`config.mk`:
```
export PLATFORM = sky130hd
export DESIGN_NAME = matrix_result_drain
export DESIGN_NICKNAME = d
export VERILOG_FILES = /design/src/rtl/matrix_result_drain_pkg.sv /design/src/rtl/matrix_result_drain_sync_fifo.sv /design/src/rtl/matrix_result_drain.sv
export SDC_FILE = /design/constraint.sdc
export NUM_CORES = 1
export LEC_CHECK = 0
export ABC_AREA = 1
export ABC_CLOCK_PERIOD_IN_PS = 6400
export BUFFER_PORTS_ARGS = -buffer_cell sky130_fd_sc_hd__buf_2
export CAP_MARGIN = 10
export CORE_ASPECT_RATIO = 0.9
export CORE_UTILIZATION = 50
export DETAILED_ROUTE_END_ITERATION = 16
export HOLD_SLACK_MARGIN = 0.12
export PLACE_DENSITY = 0.72
export SYNTH_ARGS = -nofsm -noshare
export SYNTH_HDL_FRONTEND = slang
export SYNTH_SLANG_ARGS = --single-unit
```
`constraint.sdc`:
```
create_clock -name clk -period 6.4 [get_ports clk]
set_clock_uncertainty 0.1 [all_clocks]
set_input_delay 1.92 -clock clk [delete_from_list [all_inputs] [get_ports clk]]
set_output_delay 1.92 -clock clk [all_outputs]
set_load 0.01 [all_outputs]
```
`src/rtl/matrix_result_drain_pkg.sv`:
```
// Shared widths, element count and FSM encoding for the matrix result drain.
package matrix_result_drain_pkg;

  localparam int unsigned DATA_W_DEF = 21;
  localparam int unsigned ADDR_W_DEF = 10;
  localparam int unsigned N_ELEM_DEF = 1024;
  localparam int unsigned DEPTH_DEF  = 8;

  typedef enum logic [1:0] {
    IDLE    = 2'd0,
    COLLECT = 2'd1,
    DRAIN   = 2'd2
  } state_t;

endpackage

```
`src/rtl/matrix_result_drain_sync_fifo.sv`:
```
// Register-based skid FIFO; wrap-bit pointers tell full from empty.
module sync_fifo #(
  parameter int unsigned WIDTH = 8,
  parameter int unsigned DEPTH = 8
) (
  input  logic             clk,
  input  logic             rst,
  input  logic             clear,
  input  logic             push,
  input  logic             pop,
  input  logic [WIDTH-1:0] wdata,
  output logic [WIDTH-1:0] rdata,
  output logic             full,
  output logic             empty
);

  localparam int unsigned AW    = (DEPTH > 1) ? $clog2(DEPTH) : 1;
  localparam int unsigned PTR_W = AW + 1;

  logic [WIDTH-1:0] mem [DEPTH];
  logic [PTR_W-1:0] wr_ptr;
  logic [PTR_W-1:0] rd_ptr;
  logic             do_push;
  logic             do_pop;

  assign empty   = (wr_ptr == rd_ptr);
  assign full    = (wr_ptr[AW] != rd_ptr[AW]) && (wr_ptr[AW-1:0] == rd_ptr[AW-1:0]);
  assign do_pop  = pop && !empty;
  // On a full FIFO a push is only legal when the head leaves in the same cycle.
  assign do_push = push && (!full || do_pop);
  assign rdata   = mem[rd_ptr[AW-1:0]];

  always_ff @(posedge clk) begin
    if (!rst || clear) begin
      wr_ptr <= '0;
      rd_ptr <= '0;
    end else begin
      if (do_push) wr_ptr <= wr_ptr + PTR_W'(1);
      if (do_pop)  rd_ptr <= rd_ptr + PTR_W'(1);
    end
  end

  always_ff @(posedge clk) begin
    if (rst && !clear && do_push) mem[wr_ptr[AW-1:0]] <= wdata;
  end

endmodule

```
`src/rtl/matrix_result_drain.sv`:
```
// Collects one matrix product's result elements into a skid FIFO and drains them downstream.
module matrix_result_drain
  import matrix_result_drain_pkg::*;
#(
  parameter int unsigned DATA_W = DATA_W_DEF,
  parameter int unsigned ADDR_W = ADDR_W_DEF,
  parameter int unsigned N_ELEM = N_ELEM_DEF,
  parameter int unsigned DEPTH  = DEPTH_DEF
) (
  input  logic              clk,
  input  logic              rst,
  input  logic              start,
  input  logic              in_valid,
  input  logic [DATA_W-1:0] in_data,
  input  logic [ADDR_W-1:0] in_addr,
  output logic              out_valid,
  input  logic              out_ready,
  output logic [DATA_W-1:0] out_data,
  output logic [ADDR_W-1:0] out_addr,
  output logic              busy,
  output logic              done,
  output logic              overflow
);

  localparam int unsigned CNT_W   = ADDR_W + 1;
  localparam int unsigned ENTRY_W = ADDR_W + DATA_W;
  localparam logic [CNT_W-1:0] N_CNT = CNT_W'(N_ELEM);

  state_t             state, state_next;
  logic [CNT_W-1:0]   in_cnt, in_cnt_next;
  logic [CNT_W-1:0]   out_cnt, out_cnt_next;
  logic               overflow_next;
  logic               done_next;
  logic               push;
  logic               pop;
  logic               fifo_full;
  logic               fifo_empty;
  logic [ENTRY_W-1:0] head;

  sync_fifo #(
    .WIDTH (ENTRY_W),
    .DEPTH (DEPTH)
  ) u_fifo (
    .clk   (clk),
    .rst   (rst),
    .clear (start),
    .push  (push),
    .pop   (pop),
    .wdata ({in_addr, in_data}),
    .rdata (head),
    .full  (fifo_full),
    .empty (fifo_empty)
  );

  assign pop       = !fifo_empty && out_ready;
  assign out_valid = !fifo_empty;
  // Head is masked while empty so the stale array never shows on the outputs.
  assign out_data  = fifo_empty ? '0 : head[DATA_W-1:0];
  assign out_addr  = fifo_empty ? '0 : head[ENTRY_W-1:DATA_W];

  // Next-state, counters and flags.
  always_comb begin
    state_next    = state;
    in_cnt_next   = in_cnt;
    out_cnt_next  = out_cnt;
    overflow_next = overflow;
    done_next     = 1'b0;
    push          = 1'b0;
    if (start) begin
      state_next    = COLLECT;
      in_cnt_next   = '0;
      out_cnt_next  = '0;
      overflow_next = 1'b0;
    end else begin
      if (pop && (out_cnt != N_CNT)) out_cnt_next = out_cnt + CNT_W'(1);
      case (state)
        COLLECT: begin
          if (in_valid) begin
            if (!fifo_full || pop) push = 1'b1;
            else                   overflow_next = 1'b1;
            if (in_cnt != N_CNT) in_cnt_next = in_cnt + CNT_W'(1);
          end
          if (in_cnt_next == N_CNT) state_next = DRAIN;
        end
        DRAIN: begin
          if (out_cnt_next == N_CNT) begin
            state_next = IDLE;
            done_next  = 1'b1;
          end
        end
        default: ;
      endcase
    end
  end

  always_ff @(posedge clk) begin
    if (!rst) begin
      state    <= IDLE;
      in_cnt   <= '0;
      out_cnt  <= '0;
      overflow <= 1'b0;
      done     <= 1'b0;
      busy     <= 1'b0;
    end else begin
      state    <= state_next;
      in_cnt   <= in_cnt_next;
      out_cnt  <= out_cnt_next;
      overflow <= overflow_next;
      done     <= done_next;
      busy     <= (state_next != IDLE);
    end
  end

endmodule

```
### Word level (Yosys, flattened, before mapping)

Memories as Yosys holds them, arrays and structs flattened. A register that Yosys moved wholly into a read port is not among the register bits.
Cells that the tools add are included.

* bits in registers: 35
* RAM bits: 248
* bits of input ports: 36
* logic and storage cells: 64
* memories: 1

* $add $sub $neg: 4
* eq/ne operators: 9
* multiplexer cells: 21
* bitwise operators: 3
* reduce and logical (&&, ||, !) cells: 18

Memory list
* u_fifo.mem: words 8, width 31, read ports 1, clocked after memory_dff 1, write ports 1, RTL line matrix_result_drain_sync_fifo.sv:20 `logic [WIDTH-1:0] mem [DEPTH];`

Operators by type and width (number)
* two-way mux 11 bit: 6
* adder 11 x 1 -> 11 bit (second input constant): 2
* equality test 11 bit (second input constant): 2
* inequality test 11 bit (second input constant): 2
* two-way mux 21 bit: 1
* two-way mux 10 bit: 1
* adder 4 x 1 -> 4 bit (second input constant): 2
* logical AND 1 bit: 7
* two-way mux 1 bit: 7
* two-way mux 2 bit: 3
* two-way mux 3 bit: 2
* equality test 4 bit: 1
* zero test 1 bit: 4
* one-hot mux 2 bit (2 select lines): 1
* equality test 3 bit: 1
* logical OR 1 bit: 3
* NOT 1 bit: 3
* AND reduction 3 bit: 1
* OR reduction 3 bit: 1
* equality test 2 x 1 -> 1 bit (second input constant): 1
* equality test 2 bit (second input constant): 1
* nonzero test 2 bit: 1
* OR reduction 2 bit: 1
* inequality test 1 bit: 1

### Longest topological paths before layout

Gate-level depths: netlist of the first run.

* depth in word-level cells: 12
* gate-level depth with buffers: 17
* gate-level depth less buffers: 16

### Hierarchy

Synthesis of the first run repeated with hierarchy kept, for this count alone.

* cells, all modules: 1206
* area total of the unflattened synthesis: 12552.0 um2

By module, submodules not included
* sync_fifo: times used 1, cells each 792, area each 10228.6 um2, sequential area each 7667.4 um2
* matrix_result_drain: times used 1, cells each 414, area each 2323.5 um2, sequential area each 540.5 um2

### Least setup slack after synthesis of the first run

No wires, ideal clock.

* kind: input to register
* start: input rst
* end: memory u_fifo.mem[0][0] (netlist bit), enable pin
* data arrival time: 4.091 ns
* data required time: 5.881 ns
* slack: 1.790 ns
* cell stages on the path: 6
* path buffers: 0
* cell sequence: inv_1 nor2_1 clkinv_1 nor2_1 nand2_1 nor2_1

* longest elaborated chain between the ends: 4

Ends and longest elaborated chain
* start: declaration: RTL line matrix_result_drain.sv:11 `input logic rst,`
* logical AND 1 bit (2 in a row): RTL line matrix_result_drain_sync_fifo.sv:44 `if (rst && !clear && do_push) mem[wr_ptr[AW-1:0]] <= wdata;`
* two-way mux 1 bit: RTL line matrix_result_drain_sync_fifo.sv:44
* two-way mux 1 bit (implied by the code): RTL line matrix_result_drain_sync_fifo.sv:44
* end: declaration: RTL line matrix_result_drain_sync_fifo.sv:20

Every way passes these cells.

==> out/qor.yml, run 1 <==
power_and_ir_drop:
  pwr-share-seq: 0.524
  combPwrFrac: 0.035
  switchingPower_uw: 798
  internal-power_mw: 3.09
  clockPowerShare: 0.440
  swShare: 0.205
  pwr_density_cell_nw_per_um2: 287
  peakVddDrop_mv: 0.185
  p_leak_nw: 4.86
worst_setup_path:
  crit_top_cell: "o21ai_0"
  reg2reg_slack_ns: 2.40
  critical_path_arrival_ns: 3.36
  cp_cell_sequence: "clkinv_2, buf_12, o21ai_0, o22ai_1, o21ai_0, a31oi_1, buf_2"
  cp-start-kind: "flop"
  worstSetupEndpointType: "output pin"
  crit_path_max_fanout: 70
  crit_slowest_cell: "dfxtp_4"
  reg2regPathDepth: 13
  worstPathRequired_ns: 4.38
  cp_top_family: "buffers and inverters"
  path_buf_inv: 3
  timing.rr.start: "u_fifo.wr_ptr[2]"
  r2r-end: "u_fifo.mem[2][26]"
  critical_path_class: "flop to output pin"
  max_stage_delay_ns: 0.76
floorplan:
  io_pins: 71
  die_h_um: 149
  initial_core_util: 0.512
  rows: 53
  dieWidth_um: 165
  die_area_um2: 24600
  core_area_um2: 23400
yosys:
  yosys_warnings: 0
  synthCells: 1112
  netlist_top_cells_area: "edfxtp_1 62%, nor2_1 7.7%, o21ai_0 7.0%"
  postSynthNetCount: 1156
  post-synth-top-area-cell: "edfxtp_1"
  avgSynthCellArea_um2: 10.8
  yosys_register_bits: 286
  yosysTopAreaCellShare: 0.622
  synth_enable_flop_cells: 248
  seq_area_frac_synth: 0.685
  synthFlopType: "edfxtp_1"
  ys_types: 31
  async_flop_share: 0
  synthesis.area_um2: 12000
global_route:
  grt-ovfl-total: 0
  grt_pass1_wl_um: 41000
  grt_max_degree: 71
  grt_pass1_vias: 7874
  grt_use_total: 0.216
  antenna_found_initial: 2
worst_hold_path:
  hold_class: "flop to flop"
  whs_path_depth: 1
  hp-start: "overflow"
  hold_end: "overflow"
routing:
  dr.pass1.iters: 5
  first_iter_violations: 872
  drc: 0
  post_drt_via_cell_ratio: 5.62
  num_vias: 8342
  wl_per_cell_um: 17.7
  routed_wl_um: 26200
  drtAntennaViolNets: 0
cells_and_area:
  final_nets: 1202
  nFillCells: 1879
  final_cell_mix: "248 x edfxtp_1, 237 x nor2_1, 168 x o21ai_0"
  drive_above_1_share: 0.119
  final_cells: 1484
  final_util: 0.579
  area_growth_pct: 13.2
  final_area_um2: 13600
  mostFrequentLayoutCell: "edfxtp_1"
run_status:
  status: "finished clean"
timing:
  maxSlewHeadroom: 0.188
  setup-tns-final_ns: 0
  fmax_ghz: 0.186
  hold_viol: 0
  layout_min_cycle_time_ns: 5.38
  rsz0062_at_grt: "no"
  setup_ws_ns: 1.02
  tightest_slew_ns: 1.22
  drv_slew: 0
  setup_viol: 0
  layout_worst_path_cycle_share: 0.841
cts:
  htreeDepth: 1
  cts_resized: 0
  cts.clk_slew.worst_paths_ns: 0.07
  cts_buffer_depth: 3
  clk_latency_ns: 0.54
  cts_tree: "built"
  clockRootBuffer: "clkbuf_16"
  clock_sinks: 286
  hold_buffers: 0
  post-cts-setup-buffers: 0
  numCtsBuffers: 28
placement:
  hpwl_um: 14500
  dp.cells: 1429
  placed_cell_area_um2: 12600
  place_ws_ns: 1.62
  gp_congestion: 0.880
  portBuffers: 70
flow_run:
  cap_viol_max_count: 0
[how the worst max path moves through the flow]
stage                     start               end  slack (ns)  depth (start not counted)
after global placement     flop      out_data[18]        1.66                          7
after detailed placement   flop      out_data[20]        1.62                          7
final                      flop      out_data[18]        1.02                          7
after CTS                  flop      out_data[20]        1.04                          7
after floorplan             rst  u_fifo.mem[0][0]        1.79                          6
after global routing       flop      out_data[17]        0.75                          7
[area by class of cell]
cell class,count,area [um^2],share of cell area
flip-flops and latches,286,8210,0.606
diodes,2,5.00,0.000369
well taps,302,378,0.0279
inverters,65,245,0.0181
clock inverters,18,226,0.0167
repair buffers,76,420,0.0310
clock buffers,34,733,0.0541
multi-input cells,701,3340,0.246
[per-stage QoR]
stage	power, mW	hold WS (ns)
after floorplan	2.16	0.354
after global placement	2.21	0.348
after detailed placement	2.21	0.353
after CTS	3.91	0.369
after global routing	4.00	0.405
final	3.89	0.365
[power groups by stage]
stage | Sequential, mW | Clock, mW | Combinational (mW)
2_1_floorplan | 2.08 | 0 | 0.0809
3_3_place_gp | 2.08 | 0 | 0.132
3_5_place_dp | 2.08 | 0 | 0.136
4_1_cts | 2.04 | 1.73 | 0.137
5_1_grt | 2.04 | 1.80 | 0.155
6_report | 2.04 | 1.71 | 0.138
[synthesized netlist by cell type (13+ instances only)]
cell and n:
nand4_1 13, clkbuf_1 50, o21ai_0 168, edfxtp_1 248, nand2_1 119, o22ai_1 31, dfxtp_1 38, a31oi_1 31
nor2_1 245, nand3_1 36, a21oi_1 23, inv_1 60
[registers in the layout, indices dropped and copies added, names as in the netlist, named ones only]
name / cells
busy: 1
done: 1
in_cnt: 11
out_cnt: 11
overflow: 1
state: 2
u_fifo.mem: 248
u_fifo.rd_ptr: 4
u_fifo.wr_ptr: 4
[metal layers]
metal	wire length, um	global-route usage	part of all wire	vias to the layer above
li1	-	-	-	4008
met4	441	0.0716	0.017	0
met3	1590	0.0297	0.060	33
met5	0	0	0	-
met2	12400	0.353	0.47	305
met1	11800	0.297	0.45	3996
[cell families after synthesis]
kind of cell,Yosys count,share of synthesized area
buffers and inverters,125,0.0415
adder cells (fa/ha/maj),8,0.00836
XOR/XNOR,3,0.00219
AO/OA/AOI/OAI,259,0.116
AND/OR/NAND/NOR,431,0.147
flip-flops,286,0.685
(Power assumes the default switching activity.)
==> run 2: changes to the inputs <==
--- a/config.mk
+++ b/config.mk
@@ -6,7 +6,7 @@
 export NUM_CORES = 1
 export LEC_CHECK = 0
 export ABC_AREA = 1
-export ABC_CLOCK_PERIOD_IN_PS = 6400
+export ABC_CLOCK_PERIOD_IN_PS = 5000
 export BUFFER_PORTS_ARGS = -buffer_cell sky130_fd_sc_hd__buf_2
 export CAP_MARGIN = 10
 export CORE_ASPECT_RATIO = 0.9
==> constraint.sdc (replaced) <==
create_clock -name clk -period 5 [get_ports clk]
set_clock_uncertainty 0.1 [all_clocks]
set_input_delay 1.5 -clock clk [delete_from_list [all_inputs] [get_ports clk]]
set_output_delay 1.5 -clock clk [all_outputs]
set_load 0.01 [all_outputs]
==> out/qor.yml, run 2 (same netlist as run 1, synthesis figures left out) <==
worst_setup_path:
  worstPathRequired_ns: 3.40
  crit_top_cell: "o21ai_0"
  cp_cell_sequence: "buf_12, o21ai_0, o22ai_1, o21ai_0, a31oi_1, buf_2"
  crit_path_max_fanout: 76
  crit_slowest_cell: "dfxtp_4"
  critical_path_class: "flop to output pin"
  worstSetupEndpointType: "output pin"
  timing.rr.start: "u_fifo.wr_ptr[2]"
  max_stage_delay_ns: 0.70
  reg2reg_slack_ns: 1.46
  cp-start-kind: "flop"
  critical_path_arrival_ns: 2.64
timing:
  maxSlewHeadroom: 0.439
  whs_ns: 0.364
  hold_viol: 0
  fmax_ghz: 0.236
  layout_min_cycle_time_ns: 4.24
  rsz0062_at_grt: "no"
  setup-tns-final_ns: 0
  layout_worst_path_cycle_share: 0.849
  setup_viol: 0
  drv_slew: 0
  tightest_slew_ns: 0.838
power_and_ir_drop:
  p_leak_nw: 4.96
  peakVddDrop_mv: 0.285
  design_power_total_mw: 5.07
  pwr_density_cell_nw_per_um2: 368
cts:
  cts_resized: 0
  cts_tree: "built"
  htreeDepth: 1
  post-cts-setup-buffers: 0
  cts.clk_slew.worst_paths_ns: 0.06
  numCtsBuffers: 29
  cts_buffer_depth: 3
  hold_buffers: 0
  clk_latency_ns: 0.55
  clock_sinks: 286
  clockRootBuffer: "clkbuf_16"
placement:
  portBuffers: 70
  dp.cells: 1444
  gp_congestion: 0.884
  hpwl_um: 14900
floorplan:
  rows: 53
  die_h_um: 149
  dieWidth_um: 165
  initial_core_util: 0.512
  io_pins: 71
  core_area_um2: 23400
  die_area_um2: 24600
cells_and_area:
  mostFrequentLayoutCell: "edfxtp_1"
  final_cell_mix: "248 x edfxtp_1, 237 x nor2_1, 168 x o21ai_0"
  area_growth_pct: 14.9
  final_cells: 1499
  largest_register_ffs: 248
  final_nets: 1217
  drive_above_1_share: 0.131
  final_util: 0.588
flow_run:
  cap_viol_max_count: 0
global_route:
  grt_pass1_vias: 7748
  grt_max_degree: 77
  grt_use_total: 0.215
  grt_pass1_wl_um: 40600
  grt-ovfl-total: 0
  antenna_found_initial: 3
worst_hold_path:
  hp-start: "overflow"
  hold_class: "flop to flop"
routing:
  post_drt_via_cell_ratio: 5.56
  wl_per_cell_um: 17.4
  drtAntennaViolNets: 0
  num_vias: 8328
  routed_wl_um: 26100
  drc: 0
  first_iter_violations: 793
  dr.pass1.iters: 5
run_status:
  status: "finished clean"
[run 2: cell count changes in the layout (fill, tap and decap cells not counted)]
cell,before,now
bufinv_16,5,6
clkinv_8,1,0
inv_6,1,0
clkinv_2,6,7
clkbuf_1,5,4
clkbuf_16,28,29
inv_16,0,1
diode_2,2,1
buf_4,4,14
buf_12,2,6
clkinvlp_4,1,2
[run 2: metal layers]
metal / wire [um] / global-route usage / part of all wire / up-vias
met5: 24 / 0 / 0.00092 / -
met4: 619 / 0.0716 / 0.024 / 4
met1: 11600 / 0.302 / 0.44 / 3965
met3: 1670 / 0.0317 / 0.064 / 52
met2: 12200 / 0.342 / 0.47 / 266
li1: - / - / - / 4041
[run 2: cell type report]
type / count / area, um^2
diodes: 1 / 2.50
clock buffers: 34 / 754
clock inverters: 20 / 264
fillers: 1857 / 9640
inverters: 65 / 245
multi-input cells: 701 / 3340
flip-flops and latches: 286 / 8210
well taps: 302 / 378
repair buffers: 90 / 576
[run 2: where the power goes]
| group | leakage [nW] | switching (mW) | internal, mW |
|---|---|---|---|
| logic | 1.93 | 0.123 | 0.0545 |
| clock network | 0.495 | 0.893 | 1.39 |
| registers | 2.54 | 0.0115 | 2.60 |
| total | 4.96 | 1.03 | 4.04 |
[run 2: critical path: cells and delay by family, from the launching register on]
family / cells / cell delay [ns]
buffers and inverters: 2 / 0.56
AO/OA/AOI/OAI: 4 / 0.80
flip-flops: 1 / 0.70
[run 2: worst paths after layout]
path / to / cells past startpoint
min: overflow / 1
min reg2reg: overflow / 1
max: out_data[20] / 6
max reg2reg: u_fifo.mem[6][21] / 14
[run 2: per-stage QoR]
step	setup slack, ns	cell area, um^2
final	0.757	13800
after global routing	0.575	13800
after CTS	0.771	13800
after detailed placement	0.970	12700
after global placement	1.05	12700
after floorplan	0.810	12000
==> run 3: changes to the inputs <==
--- a/config.mk
+++ b/config.mk
@@ -6,7 +6,7 @@
 export NUM_CORES = 1
 export LEC_CHECK = 0
 export ABC_AREA = 1
-export ABC_CLOCK_PERIOD_IN_PS = 5000
+export ABC_CLOCK_PERIOD_IN_PS = 4000
 export BUFFER_PORTS_ARGS = -buffer_cell sky130_fd_sc_hd__buf_2
 export CAP_MARGIN = 10
 export CORE_ASPECT_RATIO = 0.9
==> constraint.sdc (replaced) <==
create_clock -name clk -period 4 [get_ports clk]
set_clock_uncertainty 0.1 [all_clocks]
set_input_delay 1.2 -clock clk [delete_from_list [all_inputs] [get_ports clk]]
set_output_delay 1.2 -clock clk [all_outputs]
set_load 0.01 [all_outputs]
==> out/qor.yml, run 3 (same netlist as run 1, synthesis figures left out) <==
run_status:
  status: "finished clean"
floorplan:
  die_h_um: 149
  rows: 53
  core_area_um2: 23400
  dieWidth_um: 165
  io_pins: 71
  initial_core_util: 0.512
  die_area_um2: 24600
cells_and_area:
  mostFrequentLayoutCell: "edfxtp_1"
  final_nets: 1224
  multi_input_area_um2: 3340
  largest_register_ffs: 248
  final_cell_mix: "248 x edfxtp_1, 237 x nor2_1, 168 x o21ai_0"
  area_growth_pct: 15.0
  drive_above_1_share: 0.133
  antennaDiodeCount: 0
  nFillCells: 1909
  regArea_um2: 8210
routing:
  num_vias: 8287
  drtAntennaViolNets: 0
  routed_wl_um: 25500
  drc: 0
  first_iter_violations: 651
  post_drt_via_cell_ratio: 5.51
  dr.pass1.iters: 5
  wl_per_cell_um: 17.0
cts:
  numCtsBuffers: 28
  cts_tree: "built"
  post-cts-setup-buffers: 0
  clock_sinks: 286
  hold_buffers: 0
  clk_latency_ns: 0.55
  cts_resized: 0
  cts_buffer_depth: 3
  htreeDepth: 1
  cts.clk_slew.worst_paths_ns: 0.06
  clockRootBuffer: "clkbuf_16"
worst_setup_path:
  reg2regPathDepth: 14
  worstSetupEndpointType: "output pin"
  max_stage_delay_ns: 0.55
  critical_path_class: "flop to output pin"
  cp_cell_sequence: "inv_2, nand2_1, nand2_1, nor2_1, nand2_2, o21ai_0, a31oi_1, buf_2"
  critical_path_arrival_ns: 2.46
  worstPathRequired_ns: 2.70
  crit_path_max_fanout: 34
  crit_top_cell: "nand2_1"
  crit_slowest_cell: "nand2_2"
  cp-start-kind: "flop"
power_and_ir_drop:
  pwr_density_cell_nw_per_um2: 457
  p_leak_nw: 5.00
  peakVddDrop_mv: 0.354
  design_power_total_mw: 6.30
timing:
  hold_viol: 0
  layout_min_cycle_time_ns: 3.76
  fmax_ghz: 0.266
  setup_viol: 0
  layout_worst_path_cycle_share: 0.940
  drv_slew: 0
  maxSlewHeadroom: 0.493
  rsz0062_at_grt: "no"
  tightest_slew_ns: 0.757
  setup-tns-final_ns: 0
global_route:
  grt_pass1_wl_um: 40400
  grt_pass1_vias: 7802
  grt-ovfl-total: 0
  antenna_found_initial: 0
  grt_max_degree: 125
  grt_use_total: 0.210
worst_hold_path:
  whs_path_depth: 2
  hold_class: "flop to flop"
placement:
  gp_congestion: 0.831
  portBuffers: 70
  hpwl_um: 15100
flow_run:
  cap_viol_max_count: 0
==> run 3: metrics by stage <==
stage                     hold WS, ns  setup WS (ns)  utilization  instances  area, um^2
final                           0.398          0.239        0.589       1504       13800
after floorplan                 0.354          0.110            -       1112       12000
after CTS                       0.392          0.229        0.589       1504       13800
after detailed placement        0.385          0.604        0.546       1452       12800
after global placement          0.372          0.650        0.546       1452       12800
after global routing            0.455         0.0448        0.589       1504       13800
==> run 3: path summary, 6_finish.rpt <==
| check | from | to | slack (ns) |
|---|---|---|---|
| worst max register to register | u_fifo.wr_ptr[1] | u_fifo.mem[2][8] | 0.84 |
| worst min register to register | u_fifo.rd_ptr[3] | u_fifo.rd_ptr[3] | 0.40 |
| worst max-delay path | u_fifo.wr_ptr[1] | out_data[20] | 0.24 |
| worst min-delay path | u_fifo.rd_ptr[3] | u_fifo.rd_ptr[3] | 0.40 |
==> run 3: power breakdown <==
part           internal, mW  switching [mW]  leakage (nW)
registers              3.25          0.0114          2.54
logic                0.0692           0.158          1.98
clock network          1.73            1.09         0.484
==> run 3: per-layer routing <==
| metal | global-route usage | vias up | part of all wire |
|---|---|---|---|
| met3 | 0.0295 | 33 | 0.051 |
| met1 | 0.289 | 3979 | 0.45 |
| met4 | 0.0546 | 0 | 0.015 |
| met5 | 0 | - | 0 |
| li1 | - | 4058 | - |
| met2 | 0.350 | 217 | 0.48 |
==> run 3: worst max-delay path: cells and delay by family (launching register included) <==
kind	cells	cell delay, ns
AND/OR/NAND/NOR	4	0.76
AO/OA/AOI/OAI	2	0.49
buffers and inverters	2	0.29
flip-flops	1	0.36
==> run 3: final cells by class <==
type / instances / share of cell area
flip-flops and latches: 286 / 0.596
multi-input cells: 701 / 0.242
clock buffers: 31 / 0.0517
repair buffers: 98 / 0.0443
well taps: 302 / 0.0274
clock inverters: 21 / 0.0206
inverters: 65 / 0.0178
